<file path="config.mk">
export PLATFORM = sky130hd
export DESIGN_NAME = if_stage_pipe
export DESIGN_NICKNAME = d
export VERILOG_FILES = /design/src/rtl/riscv_pipe_pkg.sv /design/src/rtl/if_skid_buf.sv /design/src/rtl/if_stage_pipe.sv
export SDC_FILE = /design/constraint.sdc
export NUM_CORES = 1
export LEC_CHECK = 0
export BUFFER_PORTS_ARGS = -buffer_cell sky130_fd_sc_hd__buf_2
export CAP_MARGIN = 25
export CORE_MARGIN = 2
export CORE_UTILIZATION = 44
export DETAILED_ROUTE_END_ITERATION = 10
export PLACE_DENSITY = 0.67
export SETUP_SLACK_MARGIN = 0.05
export SLEW_MARGIN = 20
export SYNTH_ARGS = -nofsm -noshare
export SYNTH_HDL_FRONTEND = slang
export SYNTH_SLANG_ARGS = --single-unit
</file>
<file path="constraint.sdc">
create_clock -name clk -period 2.8 [get_ports clk]
set_clock_uncertainty 0.05 [all_clocks]
set_input_delay 0.28 -clock clk [delete_from_list [all_inputs] [get_ports clk]]
set_output_delay 0.28 -clock clk [all_outputs]
set_load 0.05 [all_outputs]
</file>
<file path="src/rtl/riscv_pipe_pkg.sv">
// ---------------------------------------------------------------------------
// riscv_pipe_pkg
// Shared definitions for the front-end pipeline stages.
//   XLEN      : default address/instruction width
//   NOP_INSTR : bubble encoding (addi x0,x0,0)
//   RESET_PC  : default PC loaded on reset
//   skid_state_e : state of the one-entry fetch skid buffer
//   if_id_t   : architectural view of the IF/ID register {pc, instr, valid}
// ---------------------------------------------------------------------------
package riscv_pipe_pkg;

  localparam int unsigned XLEN = 32;
  localparam logic [31:0] NOP_INSTR = 32'h0000_0013;
  localparam logic [31:0] RESET_PC  = 32'h0000_0000;

  // RUN: skid empty, HELD: skid holds one returned instruction
  typedef enum logic [0:0] {
    SKID_RUN  = 1'b0,
    SKID_HELD = 1'b1
  } skid_state_e;

  typedef struct packed {
    logic [XLEN-1:0] pc;
    logic [XLEN-1:0] instr;
    logic            valid;
  } if_id_t;

endpackage

</file>
<file path="src/rtl/if_skid_buf.sv">
// ---------------------------------------------------------------------------
// if_skid_buf
// One-entry holding register for an instruction that returned from the
// instruction memory while the IF/ID register was not allowed to load.
// Ports:
//   clk, rst_n  : clock, synchronous active-low reset
//   capture_i   : store {pc_i, instr_i}; only honoured while empty
//   drain_i     : consumer takes the entry this cycle (ignored while empty)
//   clear_i     : discard the entry (flush / redirect)
//   pc_i/instr_i: entry contents to capture
//   full_o      : entry holds a valid instruction
//   pc_o/instr_o: stored entry
// ---------------------------------------------------------------------------
module if_skid_buf #(
  parameter int unsigned XLEN = riscv_pipe_pkg::XLEN
) (
  input  logic            clk,
  input  logic            rst_n,
  input  logic            capture_i,
  input  logic            drain_i,
  input  logic            clear_i,
  input  logic [XLEN-1:0] pc_i,
  input  logic [XLEN-1:0] instr_i,
  output logic            full_o,
  output logic [XLEN-1:0] pc_o,
  output logic [XLEN-1:0] instr_o
);
  import riscv_pipe_pkg::*;

  skid_state_e     state_q, state_d;
  logic [XLEN-1:0] pc_q, instr_q;
  logic            load_s;

  // Data is written only on the RUN->HELD transition so a held entry is never overwritten
  assign load_s = (state_q == SKID_RUN) & capture_i;

  // Next-state logic for the skid occupancy
  always_comb begin
    state_d = state_q;
    case (state_q)
      SKID_RUN: begin
        if (capture_i) state_d = SKID_HELD;
        else           state_d = SKID_RUN;
      end
      SKID_HELD: begin
        if (drain_i || clear_i) state_d = SKID_RUN;
        else                    state_d = SKID_HELD;
      end
      default: state_d = SKID_RUN;
    endcase
  end

  // State and payload registers
  always_ff @(posedge clk) begin
    if (!rst_n) begin
      state_q <= SKID_RUN;
      pc_q    <= '0;
      instr_q <= '0;
    end else begin
      state_q <= state_d;
      if (load_s) begin
        pc_q    <= pc_i;
        instr_q <= instr_i;
      end else begin
        pc_q    <= pc_q;
        instr_q <= instr_q;
      end
    end
  end

  assign full_o  = (state_q == SKID_HELD);
  assign pc_o    = pc_q;
  assign instr_o = instr_q;

endmodule

</file>
<file path="src/rtl/if_stage_pipe.sv">
// ---------------------------------------------------------------------------
// if_stage_pipe
// Instruction-fetch stage: PC register, synchronous imem request/response
// tracking, one-entry skid buffer and the IF/ID pipeline register. Applies
// the hazard unit's PCWrite / IF_ID_Hold (active-low hold) / IF_ID_Flush
// controls and ID-stage redirects without losing or duplicating fetches.
// Ports:
//   clk, rst_n        : clock, synchronous active-low reset
//   PCWrite           : PC may advance
//   IF_ID_Hold        : 1 = IF/ID loads, 0 = IF/ID keeps contents
//   IF_ID_Flush       : IF/ID loads a bubble
//   redirect_valid/pc : taken branch/jump target from ID
//   imem_req/addr     : fetch request (addr = pc_q)
//   imem_rdata        : read data, valid the cycle after imem_req
//   IF_ID_PC/Instr/Valid : IF/ID register contents
// Optional build macro IF_STAGE_PERF_EN adds saturating counters
//   perf_stall_cnt (cycles with IF_ID_Hold=0) and perf_flush_cnt
//   (cycles with IF_ID_Flush=1).
// ---------------------------------------------------------------------------
module if_stage_pipe #(
  parameter int unsigned    XLEN      = riscv_pipe_pkg::XLEN,
  parameter logic [XLEN-1:0] RESET_PC  = XLEN'(riscv_pipe_pkg::RESET_PC),
  parameter logic [XLEN-1:0] NOP_INSTR = XLEN'(riscv_pipe_pkg::NOP_INSTR)
) (
  input  logic            clk,
  input  logic            rst_n,
  input  logic            PCWrite,
  input  logic            IF_ID_Hold,
  input  logic            IF_ID_Flush,
  input  logic            redirect_valid,
  input  logic [XLEN-1:0] redirect_pc,
  output logic            imem_req,
  output logic [XLEN-1:0] imem_addr,
  input  logic [XLEN-1:0] imem_rdata,
  output logic [XLEN-1:0] IF_ID_PC,
  output logic [XLEN-1:0] IF_ID_Instr,
  output logic            IF_ID_Valid
`ifdef IF_STAGE_PERF_EN
  ,
  output logic [31:0]     perf_stall_cnt,
  output logic [31:0]     perf_flush_cnt
`endif
);
  import riscv_pipe_pkg::*;

  logic [XLEN-1:0] pc_q, pc_d;
  logic            rsp_v_q, rsp_v_d;
  logic [XLEN-1:0] rsp_pc_q, rsp_pc_d;
  logic [XLEN-1:0] if_id_pc_q, if_id_pc_d;
  logic [XLEN-1:0] if_id_instr_q, if_id_instr_d;
  logic            if_id_valid_q, if_id_valid_d;

  logic            req_s;
  logic            rsp_live_s;
  logic            skid_full_s;
  logic            skid_capture_s;
  logic            skid_drain_s;
  logic            skid_clear_s;
  logic [XLEN-1:0] skid_pc_s, skid_instr_s;

  // rst_n gating keeps the memory quiet during reset
  assign req_s     = rst_n & PCWrite & IF_ID_Hold & ~redirect_valid;
  assign imem_req  = req_s;
  assign imem_addr = pc_q;

  // A response coinciding with a redirect belongs to the wrong path
  assign rsp_live_s = rsp_v_q & ~redirect_valid;

  // Park a live response when IF/ID cannot take it; a flush drops it instead
  assign skid_capture_s = rsp_live_s & ~IF_ID_Hold & ~IF_ID_Flush;
  assign skid_drain_s   = IF_ID_Hold & ~IF_ID_Flush & ~redirect_valid;
  assign skid_clear_s   = IF_ID_Flush | redirect_valid;

  if_skid_buf #(.XLEN(XLEN)) u_skid (
    .clk       (clk),
    .rst_n     (rst_n),
    .capture_i (skid_capture_s),
    .drain_i   (skid_drain_s),
    .clear_i   (skid_clear_s),
    .pc_i      (rsp_pc_q),
    .instr_i   (imem_rdata),
    .full_o    (skid_full_s),
    .pc_o      (skid_pc_s),
    .instr_o   (skid_instr_s)
  );

  // PC next-state (redirect overrides PCWrite) and response tracking
  always_comb begin
    pc_d     = pc_q;
    rsp_v_d  = req_s;
    rsp_pc_d = pc_q;
    if (redirect_valid) begin
      pc_d = redirect_pc;
    end else if (req_s) begin
      pc_d = pc_q + XLEN'(32'd4);
    end else begin
      pc_d = pc_q;
    end
  end

  // IF/ID next-state: flush > hold > skid > live response > bubble
  always_comb begin
    if_id_pc_d    = if_id_pc_q;
    if_id_instr_d = if_id_instr_q;
    if_id_valid_d = if_id_valid_q;
    if (IF_ID_Flush) begin
      if_id_instr_d = NOP_INSTR;
      if_id_valid_d = 1'b0;
    end else if (!IF_ID_Hold) begin
      if_id_valid_d = if_id_valid_q;
    end else if (skid_full_s && !redirect_valid) begin
      if_id_pc_d    = skid_pc_s;
      if_id_instr_d = skid_instr_s;
      if_id_valid_d = 1'b1;
    end else if (rsp_live_s) begin
      if_id_pc_d    = rsp_pc_q;
      if_id_instr_d = imem_rdata;
      if_id_valid_d = 1'b1;
    end else begin
      if_id_instr_d = NOP_INSTR;
      if_id_valid_d = 1'b0;
    end
  end

  // PC, response tracker and IF/ID registers
  always_ff @(posedge clk) begin
    if (!rst_n) begin
      pc_q          <= RESET_PC;
      rsp_v_q       <= 1'b0;
      rsp_pc_q      <= '0;
      if_id_pc_q    <= '0;
      if_id_instr_q <= NOP_INSTR;
      if_id_valid_q <= 1'b0;
    end else begin
      pc_q          <= pc_d;
      rsp_v_q       <= rsp_v_d;
      rsp_pc_q      <= rsp_pc_d;
      if_id_pc_q    <= if_id_pc_d;
      if_id_instr_q <= if_id_instr_d;
      if_id_valid_q <= if_id_valid_d;
    end
  end

  assign IF_ID_PC    = if_id_pc_q;
  assign IF_ID_Instr = if_id_instr_q;
  assign IF_ID_Valid = if_id_valid_q;

`ifdef IF_STAGE_PERF_EN
  logic [31:0] perf_stall_q, perf_flush_q;

  // Saturating stall/flush event counters
  always_ff @(posedge clk) begin
    if (!rst_n) begin
      perf_stall_q <= 32'd0;
      perf_flush_q <= 32'd0;
    end else begin
      if (!IF_ID_Hold && (perf_stall_q != 32'hFFFF_FFFF)) perf_stall_q <= perf_stall_q + 32'd1;
      else                                                  perf_stall_q <= perf_stall_q;
      if (IF_ID_Flush && (perf_flush_q != 32'hFFFF_FFFF)) perf_flush_q <= perf_flush_q + 32'd1;
      else                                                  perf_flush_q <= perf_flush_q;
    end
  end

  assign perf_stall_cnt = perf_stall_q;
  assign perf_flush_cnt = perf_flush_q;
`endif

endmodule

</file>
==> flow_summary_export.csv <==
group,metric,value,unit
setup_path,crit_path_end_kind,"flop",
synth,synth.most_common_cell,"nand2_1",
sta,grt_setup_unrepaired,"false",
synth,synth_area_leaders,"dfxtp_1, nand2_1, a21boi_0",
clock_network,clk_pin_slew,0.07,ns
place,dp_cells,1255,
global_route,grt_usage,0.219,
sta,max_slew_margin,0.468,
setup_path,cp.arrival,2.45,ns
floorplan,rows,48,
cells_and_area,fin_cells,1286,
cells_and_area,multiInputGateArea,3690,sq um
floorplan,initial_core_util,0.454,
power,max-vdd-ir-drop,0.393,mV
synth,synth-seq-cells,195,
setup_path,r2r-end,"imem_addr[26]",
setup_path,path_cells,"ha_1 -> nand4_4 -> or4_4 -> or4_1 -> a31oi_1",
setup_path,startpoint_type,"flop",
detailed_routing,drt-initial-drc-count,521,
synth,yosys.area.top_type_share,0.494,
hold_path,worst_hold_path.endpoint,"imem_addr[3]",
cells_and_area,seqCellArea,3900,sq um
cells_and_area,area_growth,20.1,%
global_route,grt_pass1_vias,6271,
synth,ys_warn_count,0,
setup_path,worstSetupPathType,"flop to flop",
cells_and_area,nets,1120,
place,place_congestion,0.859,
power,power_density,624,nW/um^2
power,p_leak,4.03,nW
setup_path,worstPathMaxFanout,14,
floorplan,io_pins,168,
synth,synth_common_cells,"nand2_1, dfxtp_1, clkbuf_1",
floorplan,die_w,138,microns
sta,finalSetupViolations,0,
detailed_routing,drt_pass1_iterations,5,
synth,synth_area_per_cell,8.58,sq um
clock_network,cts_tree,"done",
hold_path,hold_path_class,"input port to flop",
clock_network,cts_hold_buf,0,
detailed_routing,drc,0,
synth,async_flop_share,0,
setup_path,ff2ff_setup_slack,0.65,ns
setup_path,slowest_delay,0.60,ns
synth,synth_area_leader_cell,"dfxtp_1",
clock_network,post-cts-setup-buffers,0,
global_route,grt_max_degree,90,
cells_and_area,fillers,1659,
sta,period_needed,2.15,ns
sta,fmaxAchievable,465,MHz
floorplan,die_area,19000,sq um
clock_network,clk_latency,0.43,ns
clock_network,htreeDepth,4,
cells_and_area,drive_above_1_share,0.213,
synth,syn_inst,921,
floorplan,die_h,138,microns
global_route,grt_pass1_wl,32800,microns
global_route,antenna_found_initial,0,
synth,ys.flop_type,"dfxtp_1",
synth,synth.distinct_cells,47,
synth,synth-edff-count,0,
clock_network,cts_buffer_depth,2,
sta,fin_ws,0.649,ns
sta,tightest_slew,0.799,ns
place,hpwl,13500,microns
run_status,status,"finished clean",
sta,slew_violations,0,
synth,synth_area,7900,sq um
setup_path,r2r_cells,5,
clock_network,ctsResizeCount,0,
job,drv_cap,0,
hold_path,worstHoldStart,"redirect_pc[3]",
place,dp_slack,0.661,ns
setup_path,required,3.10,ns
setup_path,r2r_start,"imem_addr[2]",
setup_path,slowest_stage,"or4_4",
detailed_routing,ant_nets,0,
hold_path,worstHoldPathCells,2,
detailed_routing,post_drt_via_cell_ratio,5.41,
sta,final-hold-violation-count,0,
synth,ys_seq_area_frac,0.494,
sta,finalSetupTns,0,ns
detailed_routing,dr_total_vias,6956,
clock_network,cts_sinks,195,
detailed_routing,wl_per_cell,16.0,microns
synth,syn_nets,992,
clock_network,cts-root-buf,"clkbuf_16",
floorplan,core,17400,sq um
sta,fin_crit_sh,0.768,
clock_network,cts_buffers,17,
place,portBuffers,167,
detailed_routing,wl,20600,microns
global_route,grt_overflow,0,
cells_and_area,n_antenna_cell,0,
## worst max-delay path, delay by kind of cell (launching register included)
kind,cells,cell delay [ns]
fa+ha+maj,1,0.25
simple gates,3,1.18
flops,1,0.43
compound gates,1,0.18
## state kept, by name (all words and copies together), names as in the netlist
register	flops
rsp_pc_q	32
IF_ID_Instr	32
u_skid.instr_o	32
imem_addr	32
IF_ID_PC	32
u_skid.pc_o	32
u_skid.full_o	1
rsp_v_q	1
IF_ID_Valid	1
## through the flow
stage	area, sq um	power (mW)	utilization	hold slack (ns)
detailed placement	8900	3.53	0.511	0.409
CTS	9490	5.97	0.545	0.0285
floorplan	7900	3.34	-	0.344
global route	9490	6.12	0.545	0.0311
finish	9490	5.92	0.545	0.0424
global placement	8900	3.52	0.511	0.399
## cells by family after synthesis
group	Yosys count	synth area share
and+or+nand+nor	427	0.255
AOI/OAI and AO/OA	203	0.195
DFF	195	0.494
buffers and inverters	83	0.0410
xor gates and xnor gates	10	0.0111
muxes	2	0.00253
adders and majority gates	1	0.00158
## worst max path at each step
stage                      start            end  slack (ns)
floorplan           imem_addr[2]  imem_addr[28]        0.38
global placement    imem_addr[2]  imem_addr[24]        0.75
detailed placement  imem_addr[2]  imem_addr[30]        0.66
CTS                 imem_addr[2]  imem_addr[30]        0.65
global route        imem_addr[3]  imem_addr[20]        0.50
finish              imem_addr[2]  imem_addr[26]        0.65
## cells in the final DEF, fill, tap and decap left out, types with 6 or more instances in the layout
master	netlist	layout
inv_1	8	8
nand3_1	48	48
nor4_1	7	7
buf_4	0	16
o211a_1	36	36
nand4_1	6	6
nand2_1	212	211
a21oi_1	12	12
a31oi_1	13	13
xnor2_1	9	9
and2_1	33	32
clkbuf_16	0	17
dfxtp_1	195	195
nor2_1	41	41
o21ai_0	27	27
or4_1	14	14
buf_2	4	166
a21boi_0	64	64
nor2b_1	7	6
o31ai_1	11	11
a221oi_1	29	29
nor3_1	35	35
## layout make-up
class / instances / share of cell area
repair buffers: 184 / 0.104
clock inverters: 13 / 0.0170
clock buffers: 18 / 0.0452
flip-flops and latches: 195 / 0.411
multi-input cells: 643 / 0.389
inverters: 8 / 0.00316
well taps: 225 / 0.0297
## layer usage
metal | up-vias | routed length, microns | global-route usage
li1 | 3483 | - | -
met1 | 3255 | 10100 | 0.329
met2 | 200 | 8920 | 0.322
met3 | 18 | 1280 | 0.0380
met4 | 0 | 258 | 0.0629
met5 | - | 0 | 0
## power breakdown
part / total [mW] / internal [mW] / leakage [nW] / switching [mW]
combinational: 0.539 / 0.167 / 2.16 / 0.372
clock: 2.46 / 1.40 / 0.290 / 1.05
sequential: 2.93 / 2.85 / 1.59 / 0.0803
total: 5.92 / 4.42 / 4.03 / 1.51
Power figures use the tool's default switching activity.
